[src/rtl/mcu_sequencer_if.sv]
// Program-load handshake between the host/boot interface and the sequencer.
interface mcu_sequencer_if;
   logic        load_valid;
   logic [11:0] load_data;
   logic        load_last;
   logic        load_ready;

   modport master (
      output load_valid,
      output load_data,
      output load_last,
      input  load_ready
   );

   modport slave (
      input  load_valid,
      input  load_data,
      input  load_last,
      output load_ready
   );
endinterface

[src/rtl/mcu_sequencer.sv]
// Top-level sequencer for the 12-bit MCU core: program loading followed by
// FETCH/DECODE/EXECUTE sequencing under run, step and halt control.
module mcu_sequencer #(
   parameter int unsigned PROG_DEPTH = 256,
   parameter int unsigned ADDR_W     = 8
) (
   input  logic              clk,
   input  logic              rst,
   mcu_sequencer_if.slave    load,
   input  logic              run_en,
   input  logic              step_req,
   input  logic              halt_req,
   input  logic              reload_req,
   output logic [1:0]        State,
   output logic [ADDR_W-1:0] ProgLoad_Addr,
   output logic [11:0]       ProgLoad_Data,
   output logic              core_rst,
   output logic              load_done,
   output logic              running,
   output logic [15:0]       retired_cnt
);

   typedef enum logic [2:0] {
      S_IDLE,
      S_READY,
      S_FETCH,
      S_DECODE,
      S_EXEC
   } state_t;

   state_t              state;
   state_t              state_next;
   logic [ADDR_W-1:0]   load_addr;
   logic                step_flag;
   logic                halt_seen;
   logic                step_q;

   logic                accept;
   logic                load_complete;
   logic                step_rise;
   logic                exec_stop;

   // A held step_req only counts on its rising edge, so one step per press.
   assign step_rise     = step_req & ~step_q;
   assign accept        = (state == S_IDLE) & load.load_valid;
   assign load_complete = load.load_last | (load_addr == ADDR_W'(PROG_DEPTH - 1));
   // halt_req in the EXEC cycle itself must also stop after this instruction.
   assign exec_stop     = step_flag | halt_seen | halt_req | ~run_en;

   assign ProgLoad_Addr = load_addr;
   assign ProgLoad_Data = load.load_data;
   assign running       = (state == S_FETCH) | (state == S_DECODE) | (state == S_EXEC);

   // FSM state register.
   always_ff @(posedge clk or posedge rst) begin
      if (rst) state <= S_IDLE;
      else     state <= state_next;
   end

   // Next-state decode plus State bus and load_ready generation.
   always_comb begin
      state_next      = state;
      State           = 2'b01;
      load.load_ready = 1'b0;
      case (state)
         S_IDLE: begin
            load.load_ready = 1'b1;
            // FETCH doubles as the idle encoding; LOAD only while a word is offered.
            if (load.load_valid) State = 2'b00;
            if (accept && load_complete) state_next = S_READY;
         end
         S_READY: begin
            if (reload_req)     state_next = S_IDLE;
            else if (run_en)    state_next = S_FETCH;
            else if (step_rise) state_next = S_FETCH;
         end
         S_FETCH: begin
            State      = 2'b01;
            state_next = S_DECODE;
         end
         S_DECODE: begin
            State      = 2'b10;
            state_next = S_EXEC;
         end
         S_EXEC: begin
            State      = 2'b11;
            state_next = exec_stop ? S_READY : S_FETCH;
         end
         default: state_next = S_IDLE;
      endcase
   end

   // Load address, status flags, step/halt bookkeeping and retire counter.
   always_ff @(posedge clk or posedge rst) begin
      if (rst) begin
         load_addr   <= '0;
         load_done   <= 1'b0;
         core_rst    <= 1'b0;
         step_flag   <= 1'b0;
         halt_seen   <= 1'b0;
         step_q      <= 1'b0;
         retired_cnt <= '0;
      end else begin
         step_q   <= step_req;
         core_rst <= accept & load_complete;
         if (accept) begin
            load_addr <= load_addr + ADDR_W'(1);
            if (load_complete) load_done <= 1'b1;
         end
         if (state == S_READY) begin
            if (reload_req) begin
               load_addr <= '0;
               load_done <= 1'b0;
            end else if (!run_en && step_rise) begin
               step_flag <= 1'b1;
            end
         end
         if (running && halt_req) halt_seen <= 1'b1;
         if (state == S_EXEC) begin
            retired_cnt <= retired_cnt + 16'd1;
            if (exec_stop) begin
               step_flag <= 1'b0;
               halt_seen <= 1'b0;
            end
         end
      end
   end

endmodule

[src/flat_wrapper.sv]
// flat-port wrapper written by rule: the top's interface ports become plain ports
module mcu_sequencer_flat 
#(
   parameter int unsigned PROG_DEPTH = 256,
   parameter int unsigned ADDR_W     = 8
)
  (clk, rst, run_en, step_req, halt_req, reload_req, State, ProgLoad_Addr, ProgLoad_Data, core_rst, load_done, running, retired_cnt, load_load_valid, load_load_data, load_load_last, load_load_ready);
  mcu_sequencer_if load_i ();
  input  logic clk;
  input  logic rst;
  input  logic run_en;
  input  logic step_req;
  input  logic halt_req;
  input  logic reload_req;
  output logic [1:0] State;
  output logic [ADDR_W-1:0] ProgLoad_Addr;
  output logic [11:0] ProgLoad_Data;
  output logic core_rst;
  output logic load_done;
  output logic running;
  output logic [15:0] retired_cnt;
  input wire logic [$bits(load_i.load_valid)-1:0] load_load_valid;
  input wire logic [$bits(load_i.load_data)-1:0] load_load_data;
  input wire logic [$bits(load_i.load_last)-1:0] load_load_last;
  output wire logic [$bits(load_i.load_ready)-1:0] load_load_ready;
  assign load_i.load_valid = load_load_valid;
  assign load_i.load_data = load_load_data;
  assign load_i.load_last = load_load_last;
  assign load_load_ready = load_i.load_ready;
  mcu_sequencer #(.PROG_DEPTH(PROG_DEPTH), .ADDR_W(ADDR_W)) u_core (.clk(clk), .rst(rst), .load(load_i), .run_en(run_en), .step_req(step_req), .halt_req(halt_req), .reload_req(reload_req), .State(State), .ProgLoad_Addr(ProgLoad_Addr), .ProgLoad_Data(ProgLoad_Data), .core_rst(core_rst), .load_done(load_done), .running(running), .retired_cnt(retired_cnt));
endmodule
[config.mk]
export PLATFORM = sky130hd
export DESIGN_NAME = mcu_sequencer_flat
export DESIGN_NICKNAME = d
export VERILOG_FILES = /design/src/rtl/mcu_sequencer_if.sv /design/src/rtl/mcu_sequencer.sv /design/src/flat_wrapper.sv
export SDC_FILE = /design/constraint.sdc
export NUM_CORES = 1
export LEC_CHECK = 0
export BUFFER_PORTS_ARGS = -buffer_cell sky130_fd_sc_hd__buf_2
export CAP_MARGIN = 20
export CORE_MARGIN = 2
export CORE_UTILIZATION = 40
export CTS_BUF_LIST = sky130_fd_sc_hd__clkbuf_4 sky130_fd_sc_hd__clkbuf_8 sky130_fd_sc_hd__clkbuf_16
export CTS_CLUSTER_DIAMETER = 120
export DETAILED_ROUTE_END_ITERATION = 16
export PLACE_DENSITY_LB_ADDON = 0.05
export RECOVER_POWER = 25
export SLEW_MARGIN = 25
export SYNTH_ARGS = -nofsm -noshare
export SYNTH_HDL_FRONTEND = slang
export SYNTH_SLANG_ARGS = --single-unit
[constraint.sdc]
create_clock -name clk -period 2.05 [get_ports clk]
set_clock_uncertainty 0.15 [all_clocks]
set_input_delay 0.41 -clock clk [delete_from_list [all_inputs] [get_ports clk]]
set_output_delay 0.41 -clock clk [all_outputs]
set_load 0.02 [all_outputs]
==> results of run 1 <==
## stage by stage
step	hold WS, ps	util
floorplan	291.4	-
global placement	305.9	0.4496
detailed placement	307.9	0.4496
CTS	14.90	0.4710
global route	31.09	0.4814
finish	1.167	0.4814
## flip-flops by register name (all words and copies together) (netlist names)
signal / count
u_core.state: 3
u_core.core_rst: 1
u_core.step_flag: 1
u_core.ProgLoad_Addr: 8
u_core.load_done: 1
u_core.step_q: 1
u_core.halt_seen: 1
u_core.retired_cnt: 16
## where the power goes
group / switching [W] / internal [W]
Clock: 0.000203 / 0.000243
Sequential: 0.000143 / 0.000758
Combinational: 0.000444 / 0.000320
## cell type report
| type | count | area, sq um |
|---|---|---|
| inverters | 5 | 18.77 |
| clock inverters | 1 | 5.005 |
| repair buffers | 46 | 264.0 |
| fillers | 388 | 2059 |
| flip-flops and latches | 32 | 804.5 |
| well taps | 50 | 62.56 |
| clock buffers | 6 | 76.32 |
| multi-input cells | 101 | 680.7 |
## layout by cell type (no fill, tap or decap), types with 3 or more instances in the layout
| cell type | instances |
|---|---|
| dfrtp_1 | 29 |
| buf_4 | 8 |
| inv_1 | 5 |
| and4_1 | 3 |
| and2_1 | 6 |
| nand2_1 | 10 |
| nand4_1 | 8 |
| and3_1 | 6 |
| xnor2_1 | 10 |
| a21oi_1 | 3 |
| clkbuf_8 | 5 |
| xor2_1 | 12 |
| o21ai_0 | 3 |
| dfrtp_2 | 3 |
| nor2_1 | 16 |
| buf_2 | 36 |
| nand3_1 | 6 |
## metal layers
metal  wire [microns]  GRT usage  vias up
met1             1463     0.2092      595
li1                 -          -      591
met2             1454     0.2233       41
met4               13    0.04000        0
met3              228    0.05757        2
met5                0          0        -
## worst reg2reg max path: stages, from the launching register on
cell and delay (ps):
dfrtp_2 460, buf_4 160, buf_4 130, nor3b_4 200
and4_1 340, and3_1 200, xor2_1 160
## logic make-up (layout without fill, tap and decap cells)
group                    after synthesis  in the layout  share of synthesized area
AND/OR/NAND/NOR                       65             65                     0.2312
XOR/XNOR                              22             22                     0.1171
buffers and inverters                 24             58                     0.1027
AO/OA/AOI/OAI                         11             11                    0.04106
flip-flops                            32             32                     0.4867
multiplexers                           1              1                   0.006084
adder cells (fa/ha/maj)                2              2                    0.01521
## worst max path at each step
stage               depth (start not counted)        to  slack [ps]                         from
floorplan                                   4  State[1]         250  u_core.state[1]$_DFFE_PP0P_
global placement                            3  State[1]         270  u_core.state[1]$_DFFE_PP0P_
detailed placement                          3  State[1]         260  u_core.state[1]$_DFFE_PP0P_
CTS                                         3  State[1]           4  u_core.state[1]$_DFFE_PP0P_
global route                                3  State[1]           3  u_core.state[1]$_DFFE_PP0P_
finish                                      3  State[1]          80  u_core.state[1]$_DFFE_PP0P_
## repair_timing
action	4_1_cts	5_1_grt
buffers inserted	0	5
gates cloned	0	0
resized for setup	3	2
endpoints found under the setup margin	2	3
==> flow_summary_export.csv, run 1 <==
group,metric,value,unit
run_status,outcome,"finished, final reports clean",
detailed_routing,drt_pass1_iterations,4,
setup_path,crit_fanout,7,
sta,max_freq,508.0,MHz
sta,rsz0062_at_grt,"no",
cells_and_area,stdcell_area,1912,sq um
logic_synthesis,yosys.area.top_type,"dfrtp_1",
place,place_inst,229,
clocking,ctsHoldBuffers,0,
setup_path,path_buf_inv,1,
logic_synthesis,synth_edf_count,0,
logic_synthesis,synth_top_area_frac,0.4867,
detailed_routing,num_vias,1229,
floorplanning,start_util,0.4143,
sta,fin_crit_sh,0.9603,
logic_synthesis,synth_warnings,0,
detailed_routing,drc,0,
grt,grt_pass1_vias,1123,
sta,setup_ws,81.36,ps
job,maxCapViolCount,0,
floorplanning,die_y,68.14,microns
sta,setup-tns-final,0,ps
floorplanning,rows,23,
clocking,cts_sinks,32,
power_and_ir_drop,p_total,0.002112,W
detailed_routing,avgViaCountPerCell,5.100,
setup_path,crit_chain,"or3b_4 > o21ai_0 > buf_2",
setup_path,arrival,1410,ps
clocking,cts_max_level,2,
detailed_routing,wl_per_cell,13.11,microns
place,hpwl,2320,microns
clocking,clk_path_buf_depth,2,
sta,slew_headroom,0.6084,
power_and_ir_drop,powerDensity,1104,nW/um^2
floorplanning,io_pins,62,
sta,fin_crit,1969,ps
cells_and_area,syn_to_final_growth,16.20,%
cells_and_area,fin_cells,241,
setup_path,cp_top_family,"flip-flops",
clocking,cts_tree,"yes",
cells_and_area,layout-drive-gt1-share,0.3141,
logic_synthesis,synth_most_common_cell,"dfrtp_1",
logic_synthesis,synth_commonest_cells,"32 x dfrtp_1, 17 x nor2_1, 15 x buf_4, 12 x xor2_1",
clocking,cts_root_buffer,"clkbuf_8",
logic_synthesis,synth_nets,179,
power_and_ir_drop,peakVddDrop,566.4,uV
place,place_area,1785,sq um
place,numPortBuffers,37,
setup_path,slowest_delay,460,ps
power_and_ir_drop,leakage,1.008,nW
sta,finalSetupViolations,0,
setup_path,ff2ff_setup_slack,190,ps
logic_synthesis,syn_area,1645,sq um
clocking,cts_made_buffers,5,
logic_synthesis,synth.avg_cell_area,10.48,sq um
detailed_routing,postRouteAntennaNets,0,
setup_path,cp_data_required_time,1490,ps
setup_path,start_kind,"register",
sta,tightest_slew,579.2,ps
place,gp_congestion,0.8299,
cells_and_area,fin_nets,213,
grt,antenna_found_initial,0,
sta,hold_viol_final,0,
grt,grtUsageTotal,0.1518,
logic_synthesis,syn_inst,157,
detailed_routing,drt_iter0_drc,59,
hold_path,hold_path.class,"in -> async",
setup_path,worstSetupEndpointType,"primary output",
logic_synthesis,dominantRegCellSynth,"dfrtp_1",
logic_synthesis,async_flop_share,1.000,
sta,slew_violations,0,
grt,overflow,0,
setup_path,criticalPathCategory,"reg -> out",
grt,grt_max_degree,22,
logic_synthesis,ys_seq_elements,32,
setup_path,worstRegToRegCells,6,
floorplanning,dieWidth,68.14,microns
logic_synthesis,synth_area_leaders,"dfrtp_1 49%, buf_4 6.8%, xor2_1 6.4%",
cells_and_area,antenna_cells,0,
clocking,clk_pin_slew,60,ps
clocking,clock_latency,270,ps
setup_path,cp_slowest_cell,"dfrtp_2",
setup_path,r2r-start,"u_core.state[1]$_DFFE_PP0P_",
place,dpl_worst_slack,262.5,ps
setup_path,rr_endpoint,"u_core.retired_cnt[7]$_DFFE_PP0N_",
logic_synthesis,ys_types,29,
floorplanning,dieArea,4642,sq um
detailed_routing,wl,3160,microns
logic_synthesis,seq_area_frac_synth,0.4867,
grt,grt_pass1_wl,5244,microns
floorplanning,core-area,3971,sq um
(Power assumes the default switching activity.)
==> run 2, diff against run 1 <==
clock period = 2.2 ns   (was 2.05 ns; I/O delays follow)
==> run 2 against run 1 <==
Sequential share of layout area up 1.0 points. Critical path depth did not move. Combinational power down 18%. Global-route usage decreased by 0.57 points. Routed wire length down 0.73%. Sequential power is 5.8% lower. Setup slack got worse by 19 ps. First-iteration DRC count is 12% higher. Cell count is 1.7% lower. Sequential cell count unchanged. Clock-buffer cell count did not move. Largest cell class unchanged.
==> flow_summary_export.csv, run 2 (synthesis results as in run 1) <==
group,metric,value,unit
clocking,cts_max_level,2,
cells_and_area,final_cell_mix,"36 x buf_2, 32 x dfrtp_1, 17 x nor2_1",
sta,tightest_slew,887.3,ps
job,maxCapViolCount,0,
clocking,cts_root_buffer,"clkbuf_8",
detailed_routing,avgViaCountPerCell,5.004,
clocking,clock_latency,280,ps
cells_and_area,top_register,"u_core.retired_cnt",
cells_and_area,layout-drive-gt1-share,0.2620,
power_and_ir_drop,leakage,0.9786,nW
cells_and_area,syn_to_final_growth,12.85,%
sta,timing.hold.ws,150.1,ps
clocking,cts_made_buffers,5,
cells_and_area,largest_reg_flops,16,
detailed_routing,drc,0,
cells_and_area,stdcell_area,1857,sq um
sta,rsz0062_at_grt,"no",
detailed_routing,wl_per_cell,13.24,microns
floorplanning,core-area,3971,sq um
sta,hold_viol_final,0,
place,hpwl,2361,microns
floorplanning,io_pins,62,
sta,slew_headroom,0.4085,
grt,antenna_found_initial,0,
clocking,clk_path_buf_depth,2,
grt,grt_max_degree,17,
place,numPortBuffers,37,
sta,fin_crit,2138,ps
sta,max_freq,467.8,MHz
clocking,clk_pin_slew,70,ps
power_and_ir_drop,peakVddDrop,464.1,uV
floorplanning,start_util,0.4143,
sta,finalSetupViolations,0,
place,gp_congestion,0.8176,
sta,fin_crit_sh,0.9716,
cells_and_area,fin_nets,208,
grt,overflow,0,
detailed_routing,drt_pass1_iterations,4,
setup_path,arrival,1550,ps
floorplanning,dieArea,4642,sq um
hold_path,hold_depth,1,
floorplanning,rows,23,
detailed_routing,num_vias,1186,
place,place_area,1773,sq um
hold_path,holdPathEnd,"u_core.step_q$_DFF_PP0_",
hold_path,hold_path.class,"in -> reg",
sta,setup-tns-final,0,ps
setup_path,worstRegToRegCells,4,
sta,slew_violations,0,
setup_path,ff2ff_setup_slack,370,ps
setup_path,worstSetupEndpointType,"primary output",
floorplanning,dieWidth,68.14,microns
clocking,ctsHoldBuffers,0,
grt,grt_pass1_wl,4919,microns
cells_and_area,antenna_cells,0,
detailed_routing,postRouteAntennaNets,0,
floorplanning,die_y,68.14,microns
setup_path,crit_fanout,10,
setup_path,criticalPathCategory,"reg -> out",
clocking,postCtsSetupRepairBufs,0,
setup_path,rr_endpoint,"u_core.retired_cnt[7]$_DFFE_PP0N_",
clocking,ctsResizeCount,0,
clocking,cts_sinks,32,
setup_path,start_kind,"register",
grt,grtUsageTotal,0.1460,
detailed_routing,drt_iter0_drc,66,
setup_path,cp_data_required_time,1610,ps
run_status,outcome,"finished, final reports clean",
cells_and_area,final_common_cell,"buf_2",
detailed_routing,wl,3137,microns
clocking,cts_tree,"yes",
hold_path,hold_start,"step_req",
setup_path,r2r-start,"u_core.state[2]$_DFFE_PP0P_",
power_and_ir_drop,powerDensity,1048,nW/um^2
grt,grt_pass1_vias,1035,
==> run 2: worst max-delay path by stage <==
| stage | startpoint | to | slack [ps] |
|---|---|---|---|
| after floorplan | u_core.state[1]$_DFFE_PP0P_ | State[1] | 370 |
| after global placement | u_core.state[1]$_DFFE_PP0P_ | State[1] | 390 |
| after detailed placement | u_core.state[1]$_DFFE_PP0P_ | State[1] | 380 |
| after CTS | u_core.state[1]$_DFFE_PP0P_ | State[1] | 50 |
| after global routing | u_core.state[1]$_DFFE_PP0P_ | State[1] | 4 |
| final | u_core.state[1]$_DFFE_PP0P_ | State[1] | 60 |
==> run 2: layout make-up <==
cell class | instances | area, sq um
Clock buffer | 6 | 82.58
Clock inverter | 2 | 10.01
Fill cell | 403 | 2115
Inverter | 5 | 18.77
Multi-Input combinational cell | 101 | 675.6
Sequential cell | 32 | 800.8
Tap cell | 50 | 62.56
Timing Repair Buffer | 41 | 206.4
==> run 2: where the power goes <==
group | internal [W] | switching [W] | leakage, nW
Combinational | 0.000247 | 0.000376 | 0.499
Sequential | 0.000701 | 0.000148 | 0.429
Clock | 0.000249 | 0.000223 | 0.0510
==> run 2: through the flow <==
stage | worst slack (ps) | util | cells | total power, W
floorplan | 371.1 | - | 157 | 0.001360
global placement | 390.8 | 0.4464 | 229 | 0.001487
detailed placement | 380.0 | 0.4464 | 229 | 0.001498
CTS | 49.08 | 0.4698 | 237 | 0.001982
global route | 3.667 | 0.4675 | 237 | 0.002089
finish | 62.47 | 0.4675 | 237 | 0.001945
==> run 2: metal layers <==
metal | global-route usage | share of wire | up-vias | routed length [microns]
li1 | - | - | 577 | -
met1 | 0.1888 | 0.47 | 563 | 1468
met2 | 0.2148 | 0.45 | 39 | 1403
met3 | 0.05428 | 0.066 | 7 | 206
met4 | 0.07000 | 0.018 | 0 | 58
met5 | 0 | 0 | - | 0
==> run 2: worst max-delay path, stage by stage, from the launching register on <==
cell	delay [ps]
dfrtp_1	520
or3b_1	460
o21ai_0	90
buf_2	190
